## src/rtl/rr_mult_pkg.sv

```systemverilog
// Shared types, width helpers and parameter legality check for the
// recursive-split pipelined multiplier.
package rr_mult_pkg;

  typedef enum logic {
    RR_EXACT  = 1'b0,
    RR_APPROX = 1'b1
  } rr_mode_e;

  function automatic int hw(input int n, input int k);
    return n - k;
  endfunction

  function automatic int pw(input int n);
    return 2 * n;
  endfunction

  function automatic bit params_ok(input int n, input int k, input int t);
    return (n >= 2) && (n <= 32) && (k >= 1) && (k <= n - 1) &&
           (t >= 0) && (t <= 2 * k);
  endfunction

endpackage

```

## src/rtl/rr_mult_pipe_subproduct.sv

```systemverilog
// Exact unsigned WA x WB multiplier, purely combinational.
module rr_subproduct #(
  parameter int WA = 2,
  parameter int WB = 2
) (
  input  logic [WA-1:0]    i_a,
  input  logic [WB-1:0]    i_b,
  output logic [WA+WB-1:0] o_p
);

  assign o_p = (WA+WB)'(i_a) * (WA+WB)'(i_b);

endmodule

```

## src/rtl/rr_mult_pipe.sv

```systemverilog
// Three-stage split multiplier: S1 operands, S2 four sub-products (with
// optional low-bit truncation of AL*BL), S3 recombined 2N-bit product.
module rr_mult_pipe
  import rr_mult_pkg::*;
#(
  parameter int N = 4,
  parameter int K = 3,
  parameter int T = 0
) (
  input  logic             clk,
  input  logic             rst_n,
  input  logic             in_valid,
  output logic             in_ready,
  input  logic [N-1:0]     in_a,
  input  logic [N-1:0]     in_b,
  input  logic             in_approx,
  output logic             out_valid,
  input  logic             out_ready,
  output logic [pw(N)-1:0] out_p
);

  if (!params_ok(N, K, T)) begin : g_param_check
    $fatal(1, "rr_mult_pipe: illegal parameters N=%0d K=%0d T=%0d", N, K, T);
  end

  localparam int H  = hw(N, K);
  localparam int PW = pw(N);
  localparam int LW = 2 * K;
  localparam logic [LW-1:0] TMASK = {LW{1'b1}} << T;

  logic            r_v1, r_v2, r_v3;
  logic [N-1:0]    r_a, r_b;
  rr_mode_e        r_mode;
  logic [2*H-1:0]  r_phh;
  logic [N-1:0]    r_phl, r_plh;
  logic [LW-1:0]   r_pll;
  logic [PW-1:0]   r_p;

  logic            w_advance;
  logic [2*H-1:0]  w_phh;
  logic [N-1:0]    w_phl, w_plh;
  logic [LW-1:0]   w_pll, w_pll_t;
  logic [PW-1:0]   w_sum;

  // Handshake: a beat moves on in_valid & in_ready and leaves on
  // out_valid & out_ready. The whole pipe advances together whenever the
  // output slot is empty or being drained, so in_ready never sees in_valid.
  assign w_advance = !r_v3 || out_ready;
  assign in_ready  = w_advance;
  assign out_valid = r_v3;
  assign out_p     = r_p;

  rr_subproduct #(.WA(H), .WB(H)) u_hh (.i_a(r_a[N-1:K]), .i_b(r_b[N-1:K]), .o_p(w_phh));
  rr_subproduct #(.WA(H), .WB(K)) u_hl (.i_a(r_a[N-1:K]), .i_b(r_b[K-1:0]), .o_p(w_phl));
  rr_subproduct #(.WA(K), .WB(H)) u_lh (.i_a(r_a[K-1:0]), .i_b(r_b[N-1:K]), .o_p(w_plh));
  rr_subproduct #(.WA(K), .WB(K)) u_ll (.i_a(r_a[K-1:0]), .i_b(r_b[K-1:0]), .o_p(w_pll));

  assign w_pll_t = (r_mode == RR_APPROX) ? (w_pll & TMASK) : w_pll;

  // Middle term needs N+1+K bits at most, which fits in 2N since K <= N-1.
  assign w_sum = (PW'(r_phh) << LW) + ((PW'(r_phl) + PW'(r_plh)) << K) + PW'(r_pll);

  always_ff @(posedge clk or negedge rst_n) begin
    if (!rst_n) begin
      r_v1   <= 1'b0;
      r_v2   <= 1'b0;
      r_v3   <= 1'b0;
      r_a    <= '0;
      r_b    <= '0;
      r_mode <= RR_EXACT;
      r_phh  <= '0;
      r_phl  <= '0;
      r_plh  <= '0;
      r_pll  <= '0;
      r_p    <= '0;
    end else if (w_advance) begin
      r_v1 <= in_valid;
      r_v2 <= r_v1;
      r_v3 <= r_v2;
      if (in_valid) begin
        r_a    <= in_a;
        r_b    <= in_b;
        r_mode <= in_approx ? RR_APPROX : RR_EXACT;
      end
      if (r_v1) begin
        r_phh <= w_phh;
        r_phl <= w_phl;
        r_plh <= w_plh;
        r_pll <= w_pll_t;
      end
      if (r_v2) begin
        r_p <= w_sum;
      end
    end
  end

endmodule
```

## config.mk

```make
export PLATFORM = sky130hd
export DESIGN_NAME = rr_mult_pipe
export DESIGN_NICKNAME = d
export VERILOG_FILES = /design/src/rtl/rr_mult_pkg.sv /design/src/rtl/rr_mult_pipe_subproduct.sv /design/src/rtl/rr_mult_pipe.sv
export SDC_FILE = /design/constraint.sdc
export NUM_CORES = 1
export LEC_CHECK = 0
export ABC_AREA = 1
export CORE_AREA = 2 2 68 70
export DETAILED_ROUTE_END_ITERATION = 10
export DIE_AREA = 0 0 70 72
export PLACE_DENSITY_LB_ADDON = 0.2
export SLEW_MARGIN = 20
export SYNTH_ARGS = -nofsm -noshare
export SYNTH_HDL_FRONTEND = slang
export SYNTH_SLANG_ARGS = --single-unit
```

## constraint.sdc

```tcl
create_clock -name clk -period 2.3 [get_ports clk]
set_input_delay 0.345 -clock clk [delete_from_list [all_inputs] [get_ports clk]]
set_output_delay 0.345 -clock clk [all_outputs]
set_load 0.02 [all_outputs]
```

==> run metrics, run 1 <==
outcome=completed; Setup crit start kind=flip-flop; CP delay by family, top=adder cells; min Tclk post-route=slightly above 2 ns; total power=roughly 0.0022 W; post-CTS sizing=0; drt wl/cell=roughly 11 µm; ANT nets after route=0; Placed Area=around 2000 µm²; total CTS buffers=5; worst-path maximum fanout=5; synth unique cells=21; largest net degree at the start of global routing=33; GRT Util Overall=14.1%; share of power burned in registers=about two fifths; Req. time, crit path=around 2.5 ns; Tcrit/Tclk final=88.7%; Slew headroom=between 70% and 80%; Post-Syn Area=approximately 1700 µm²; post-route design area=2030 µm²; CTS max path bufs=2; Final GP Congestion=roughly 0.7; initial antenna violation count=0; I/O Buffers=21; Avg Cell Area, Syn=about 9.2 µm²; fin. max-slew vios=0; global-route wire length before repair=between 5000 and 6000 µm; multi-input logic area=779 µm²; hpwl dp=about 2200 µm; Final #Nets=around 240; IR drop worst, VDD=roughly 480 µV; Gate Count Post-Synth=186; Worst-path clk slew=about 0.070 ns; routed via count=1226; Fin Setup TNS=0 ns; clock root cell=clkbuf_8; DRC Markers=0; WL final=2910 µm; sequential cell area=801 µm²; Worst EP arrival=2.20 ns; crit-path cells=nand2_1, inv_1, fa_1, ha_1, fa_1, xor2_1, nand2_1, o21ai_1; Lkg Pwr=about 1.1 nW; Sw Share=38.6%; synthesized net count=roughly 220; grt total ovfl=0; Hold Crit Class=in -> async; Initial Util=40.2%; filler cell count=roughly 450; Synth Warn #=0; final setup violation count=0; WP buf/inv=1; vias in the first global route=1221; Post-CTS Setup Bufs=0; Layout Cells excl Fill=around 260; switching pwr=0.000833 W; Iteration-0 DRC Markers=31; worst-skew pair later-pin latency=between 0.2 and 0.3 ns; H-tree lvl count=2; RSZ-0062 raised after global routing=no; drt via density=roughly 4.6; hold buffers post-CTS=0; max incr delay on CP=between 0.4 and 0.5 ns; row cnt=24; Tightest Pin Transition=between 0.3 and 0.4 ns; area grow syn2layout=18.5%; CTS tree=done; Cells after DPL=about 260; clk_skew=0.00648 ns; DIE AREA=5040 µm²; Internal=0.00132 W; final core utilization=a little under half; FF+latch count, synth=32; First-pass DRT Iterations=4; CORE AREA=4260 µm²; max_cap viols=0; crit end category=flip-flop; Critical-path top delay cell=fa_1; FMAX=just under 0.5 GHz; Hold Violations, Final=0; die width=around 70 µm; clk sinks=32; combinational share of power=41.2%; I/O pin count=23; n_diodes=0; Die H=approximately 72 µm; Pwr Density=between 1000 and 1500 nW/µm²; Seq/Total Area, Yosys=46.7%; clock group share of total power=a little under a fifth; CP Class=reg -> reg; ratio of cells with drive above 1 in the final layout=9.91%
flip-flops by register name, summed over array words and instances (netlist names):
| register | cells |
|---|---|
| r_phl | 3 |
| r_plh | 3 |
| r_v2 | 1 |
| out_valid | 1 |
| r_b | 4 |
| r_a | 4 |
| r_v1 | 1 |
| r_phh | 1 |
| r_pll | 6 |
| out_p | 8 |
cells by family after synthesis:
logic type	after synthesis	share of synthesized area, %
compound gates	16	5.76
xor+xnor	3	1.53
simple gates	92	24.0
buf+inv	26	7.88
flops	32	46.7
fa+ha+maj	17	14.2
cells in the mapped netlist:
master     n  share of area (%)
fa_1       4                4.7
ha_1      13                9.5
nor2_4     2                1.3
a21oi_1    4                1.2
inv_1     19                4.2
buf_12     1                1.2
inv_2      2               0.44
dfrtp_1   32                 47
buf_6      1               0.66
xor2_1     3                1.5
nand3_2    1               0.58
nor2_8     1                1.2
nand2_1   66                 14
o21ai_1    1               0.29
o21ai_0    6                1.8
buf_2      1               0.29
clkbuf_8   1               0.80
o21ai_2    5                2.6
inv_4      1               0.36
nand2_2    1               0.36
nand3_1   21                6.1
worst paths after layout:
kind                           from  endpoint  slack, ns  cells after the start
setup / recovery             r_b[2]  r_pll[4]       0.26                      8
hold / removal                rst_n  out_p[6]       0.46                      2
setup reg to reg             r_b[2]  r_pll[4]       0.26                      8
hold reg to reg            out_p[3]  out_p[3]       0.47                      2
max in group asynchronous     rst_n    r_a[2]       1.54                      2
min in group clk           out_p[3]  out_p[3]       0.47                      2
cell usage in the layout (no fill, tap or decap), drive strengths merged, types with 2 or more instances in the layout:
cell type,instances
inv,22
ha,13
buf,2
xor2,3
nand2,67
nor2,3
nand3,22
clkbuf,6
a21oi,4
clkdlybuf4s50,21
fa,4
dfrtp,32
o21ai,12
layer usage:
| layer | up-vias | GRT usage [%] | part of all wire (%) |
|---|---|---|---|
| li1 | 639 | - | - |
| met1 | 557 | 16.9 | 48 |
| met2 | 26 | 23.7 | 46 |
| met3 | 4 | 4.31 | 4.4 |
| met4 | 0 | 5.77 | 1.4 |
| met5 | - | 0 | 0 |
power by group through the flow:
stage	Sequential, W	Combinational (W)	Clock (W)
after floorplan	0.000917	0.000606	0
after global placement	0.000872	0.000898	0
after detailed placement	0.000876	0.000910	0
after CTS	0.000867	0.000915	0.000418
after global routing	0.000891	0.00103	0.000443
final	0.000864	0.000887	0.000403
through the flow:
step                      hold slack (ns)  setup WS [ns]
after CTS                           0.482          0.259
after floorplan                    0.0494          0.377
after detailed placement            0.464          0.280
after global placement              0.465          0.279
after global routing                0.506          0.163
final                               0.462          0.261
layout make-up:
cell class | count | share of cell area [%]
sequential | 32 | 39.4
inverter | 22 | 4.18
clock buffer | 6 | 3.57
timing repair buffer | 23 | 11.1
multi-input combinational | 128 | 38.3
tap | 52 | 3.20
clock inverter | 1 | 0.246
(Power assumes the default switching activity.)
==> inputs of run 2 (changes only) <==
--- a/config.mk
+++ b/config.mk
@@ -10,6 +10,7 @@
 export DETAILED_ROUTE_END_ITERATION = 10
 export DIE_AREA = 0 0 70 72
 export PLACE_DENSITY_LB_ADDON = 0.2
+export REMOVE_ABC_BUFFERS = 1
 export SLEW_MARGIN = 20
 export SYNTH_ARGS = -nofsm -noshare
 export SYNTH_HDL_FRONTEND = slang
==> run metrics, run 2 (same netlist as run 1, synthesis figures left out) <==
area grow syn2layout=19.3%; Setup crit start kind=flip-flop; Final #Nets=between 200 and 250; clock root cell=clkbuf_8; vias in the first global route=about 1300; Placed Area=between 1500 and 2000 µm²; I/O Buffers=21; I/O pin count=23; Final GP Congestion=approximately 0.74; Fin Setup TNS=0 ns; Die H=a little over 70 µm; CTS tree=done; First-pass DRT Iterations=4; grt total ovfl=0; largest net degree at the start of global routing=33; final setup violation count=0; Tightest Pin Transition=between 0.4 and 0.5 ns; Lkg Pwr=1.11 nW; Tcrit/Tclk final=between 80% and 90%; n_diodes=0; Req. time, crit path=between 2 and 2.5 ns; routed via count=1243; GRT Util Overall=between 10 and 15%; min Tclk post-route=roughly 2.0 ns; CORE AREA=between 4000 and 5000 µm²; crit end category=flip-flop; Initial Util=40.2%; max reg flops=8; initial antenna violation count=0; WL final=between 3000 and 4000 µm; Pwr Density=~1100 nW/µm²; H-tree lvl count=2; Worst-path clk slew=~0.06 ns; Hold Violations, Final=0; FMAX=0.494 GHz; drt wl/cell=11.4 µm; worst-path maximum fanout=5; fin. max-slew vios=0; CP Class=reg -> reg; global-route wire length before repair=about 5500 µm; RSZ-0062 raised after global routing=no; ANT nets after route=0; Worst EP arrival=~2.2 ns; Slew headroom=72.6%; Iteration-0 DRC Markers=67; post-CTS sizing=0; row cnt=24; most common cell after layout, fill and taps aside=nand2_1; die width=approximately 70 µm; drt via density=between 4 and 5; clk sinks=32; total CTS buffers=5; CTS max path bufs=2; worst-skew pair later-pin latency=about 0.28 ns; hpwl dp=about 2200 µm; Post-CTS Setup Bufs=0; total power=0.00219 W; hold buffers post-CTS=0; IR drop worst, VDD=approximately 450 µV; DIE AREA=approximately 5000 µm²; DRC Markers=0; post-route design area=between 2000 and 2500 µm²; max_cap viols=0; most frequent cells in the layout=nand2_1, dfrtp_1, nand3_1, clkdlybuf4s50_1, inv_1; ratio of cells with drive above 1 in the final layout=under 10%; outcome=completed; clk_skew=a little over 0.006 ns; Hold Crit Class=in -> async
-- run 2: cell types whose count changed in the layout (fill, tap and decap cells not counted), sizes merged --
cell,previous run,this run
clkbuf,6,8
clkinv,1,0
-- run 2: worst paths after layout --
path	startpoint	end	slack (ns)	cells past startpoint
setup / recovery	r_b[2]	r_pll[4]	0.28	8
hold / removal	rst_n	out_p[4]	0.46	2
setup reg to reg	r_b[2]	r_pll[4]	0.28	8
hold reg to reg	out_p[7]	out_p[7]	0.48	2
max in group asynchronous	rst_n	r_phl[1]	1.53	2
min in group clk	out_p[7]	out_p[7]	0.48	2
-- run 2: through the flow --
step	util (%)	hold WS (ns)	setup slack, ns	std cells
floorplan	-	0.0494	0.375	182
global placement	45.9	0.462	0.292	257
detailed placement	45.9	0.468	0.262	257
CTS	48.0	0.476	0.260	265
global route	48.0	0.507	0.148	265
finish	48.0	0.464	0.277	265
-- run 2: per-layer routing --
| layer | vias up | global-route usage [%] | part of all wire, % |
|---|---|---|---|
| li1 | 638 | - | - |
| met1 | 577 | 16.8 | 46 |
| met2 | 21 | 23.9 | 47 |
| met3 | 7 | 4.17 | 4.0 |
| met4 | 0 | 6.41 | 2.0 |
| met5 | - | 0 | 0 |
-- run 2: cell type report --
type,instances,area [µm²]
sequential,32,801
inverter,22,85.1
clock buffer,8,90.1
fill,441,2220
tap,52,65.1
multi-input combinational,128,779
timing repair buffer,23,225
-- run 2: worst max-delay path, stage by stage, from the launching register on --
cell     delay (ns)
dfrtp_1        0.43
nand2_1        0.08
inv_1          0.05
fa_1           0.47
ha_1           0.24
fa_1           0.38
xor2_1         0.15
nand2_1        0.06
o21ai_1        0.05
-- run 2: power by group --
part / leakage [nW] / internal (W) / switching (W)
combinational: 0.657 / 0.000372 / 0.000519
sequential: 0.413 / 0.000741 / 0.000122
clock: 0.0455 / 0.000244 / 0.000196
==> RTL edit: new RTL, flow settings as in run 2 <==
Make the reset (`rst_n`) synchronous in one clocked block.
--- a/src/rtl/rr_mult_pipe.sv
+++ b/src/rtl/rr_mult_pipe.sv
@@ -61,5 +61,5 @@
   assign w_sum = (PW'(r_phh) << LW) + ((PW'(r_phl) + PW'(r_plh)) << K) + PW'(r_pll);
 
-  always_ff @(posedge clk or negedge rst_n) begin
+  always_ff @(posedge clk) begin
     if (!rst_n) begin
       r_v1   <= 1'b0;
Function: differs if rst_n is asserted again (counterexample within 4 cycles, from zero or initial values and one cycle with rst_n low); with rst_n held inactive, the same outputs for 10 cycles.
==> RTL edit against run 2 <==
- worst setup slack got worse by 100 ps
- synthesized area fell by 8.8%
- worst hold slack got worse by 2.4 ps
- design area fell by 6.9%
- utilization fell by 3.3 points
- wire length fell by 2.5%
- sequential cell count did not move
- critical path type unchanged
- highest routed layer unchanged
Power is not compared: it rests on default switching activity, and its combinational part moved more than twofold at a synthesized area within 25%.
==> RTL edit: results (changes against run 2) <==
** Global routing
- Pin count of the biggest net entering global routing :: 20 (-39%)
- Vias in the first global route :: 1227 (-3.1%)
- GRT Resource Usage Total :: 13.0% (-1.1 points)
- Wire length of the first global-routing pass :: 5200 microns (-5.5%)

** Outcome
- Result of the run :: finished, final reports clean

** Synth
- Number of library cell types mapped by synthesis :: 20 (-4.8%)
- The synthesized-area fraction occupied by ao, oa, aoi and oai cells came to 12.2% (+6.4 points).
- After synthesis, the cell types taking the most area are sky130_fd_sc_hd__dfxtp_1, sky130_fd_sc_hd__ha_1, sky130_fd_sc_hd__nor2_1.
- The commonest cells after synthesis are sky130_fd_sc_hd__nor2_1, sky130_fd_sc_hd__dfxtp_1, sky130_fd_sc_hd__nand2_1.
- Yosys instantiated no cell more often than sky130_fd_sc_hd__nor2_1.
- The area share of fa/ha/maj cells after synthesis came to 15.5% (+1.4 points).
- The share of flip-flops with an asynchronous set or reset after synthesis is 0% (-100 points).

** CTS
- The later-pin clock latency in the skew report is 280 ps (about the same).
- The post-cts repair resize count is 0 (unchanged).
- CTS H-tree depth :: 2 (unchanged)

** Placement
- Total half-perimeter wirelength after legalization and detailed placement :: 2230 microns (+1.3%)
- The placer congestion estimate was 0.726 (-1.5%).

** Worst setup path
- The most critical setup path has its startpoint at r_a[1].
- The register-to-register setup slack came to 180 ps (-100 ps).
- The peak per-stage delay on the critical path came to 430 ps (-40 ps).
- The largest individual stage delay along the critical path comes from the cell sky130_fd_sc_hd__fa_1.
- In this run the worst setup path terminates at r_pll[4].
- Arrival time of the worst setup path :: 2280 ps (+90 ps)

** Layout
- Layout cells sized above 1 :: 7.24% (-2.6 points)
- Total number of nets in the final design :: 250 (+3.3%)
- Flip-flop count of the largest register, all copies and words added :: 8 (unchanged)
- The number of fillers in the final layout came to 465 (+5.4%).

** Timing
- Setup Skew :: 4.84 ps (-1.22 ps)
- Slew @ Worst Pin :: 419 ps (+8.26 ps)

** Route
- The met3 layer wire length in the routed design is 175 microns (+43%).
- The initial DRC count is 62 (-7.5%).
- Total length of routed wires :: 2950 microns (-2.5%)
- Met2 layer wire length in the routed design :: 1340 microns (-6.8%)

** Min path
- Worst hold path class :: flop to flop
==> RTL edit: cell types whose count changed after synthesis, sizes merged, moves of 7 or more <==
cell,delta
dfxtp,+32
dfrtp,-32
nand2,-37
nor2,+31
a21oi,+15
nand3,-8
o21ai,+7
==> RTL edit: cells by family (layout without fill, tap and decap cells) <==
kind of cell             Yosys count  count (layout)
AND/OR/NAND/NOR                   79              79
AO/OA/AOI/OAI                     38              38
flip-flops                        32              32
buffers and inverters             27              52
adder cells (fa/ha/maj)           17              17
XOR/XNOR                           3               3
==> RTL edit: how the worst min path moves through the flow <==
stage | startpoint | end
after floorplan | r_pll[0] | r_pll[0]
after global placement | r_pll[0] | r_pll[0]
after detailed placement | r_pll[0] | r_pll[0]
after CTS | r_pll[0] | r_pll[0]
after global routing | r_plh[0] | r_plh[0]
final | r_pll[0] | r_pll[0]
==> RTL edit: final cells by class <==
cell class | instances | area [sq um] | share of cell area, %
timing repair buffer | 23 | 225 | 11.8
multi-input combinational | 137 | 800 | 42.0
sequential | 32 | 641 | 33.6
clock inverter | 1 | 7.51 | 0.394
inverter | 21 | 80.1 | 4.20
clock buffer | 7 | 86.3 | 4.53
tap | 52 | 65.1 | 3.42
==> RTL edit: per-layer routing <==
layer	vias to the layer above	global-route usage, %
met5	-	0
met1	538	15.6
li1	679	-
met3	4	3.75
met4	0	4.49
met2	29	22.6
==> RTL edit: power by group <==
part	total [mW]	internal, mW	switching, mW
clock	0.441	0.243	0.198
sequential	0.602	0.581	0.0209
combinational	0.137	0.0624	0.0743
==> RTL edit: per-stage QoR <==
step	area (sq um)	hold WS, ps	instances	worst slack [ps]
final	1900	462	273	176
after global routing	1900	490	273	22.3
after CTS	1900	463	273	164
after detailed placement	1810	453	265	177
after global placement	1810	451	265	246
after floorplan	1520	442	190	380
==> RTL edit: tightest hold or removal path, stage by stage, from the launching register on <==
cell	delay (ps)
sky130_fd_sc_hd__dfxtp_1	310
sky130_fd_sc_hd__nand2_1	60
sky130_fd_sc_hd__a21oi_1	50
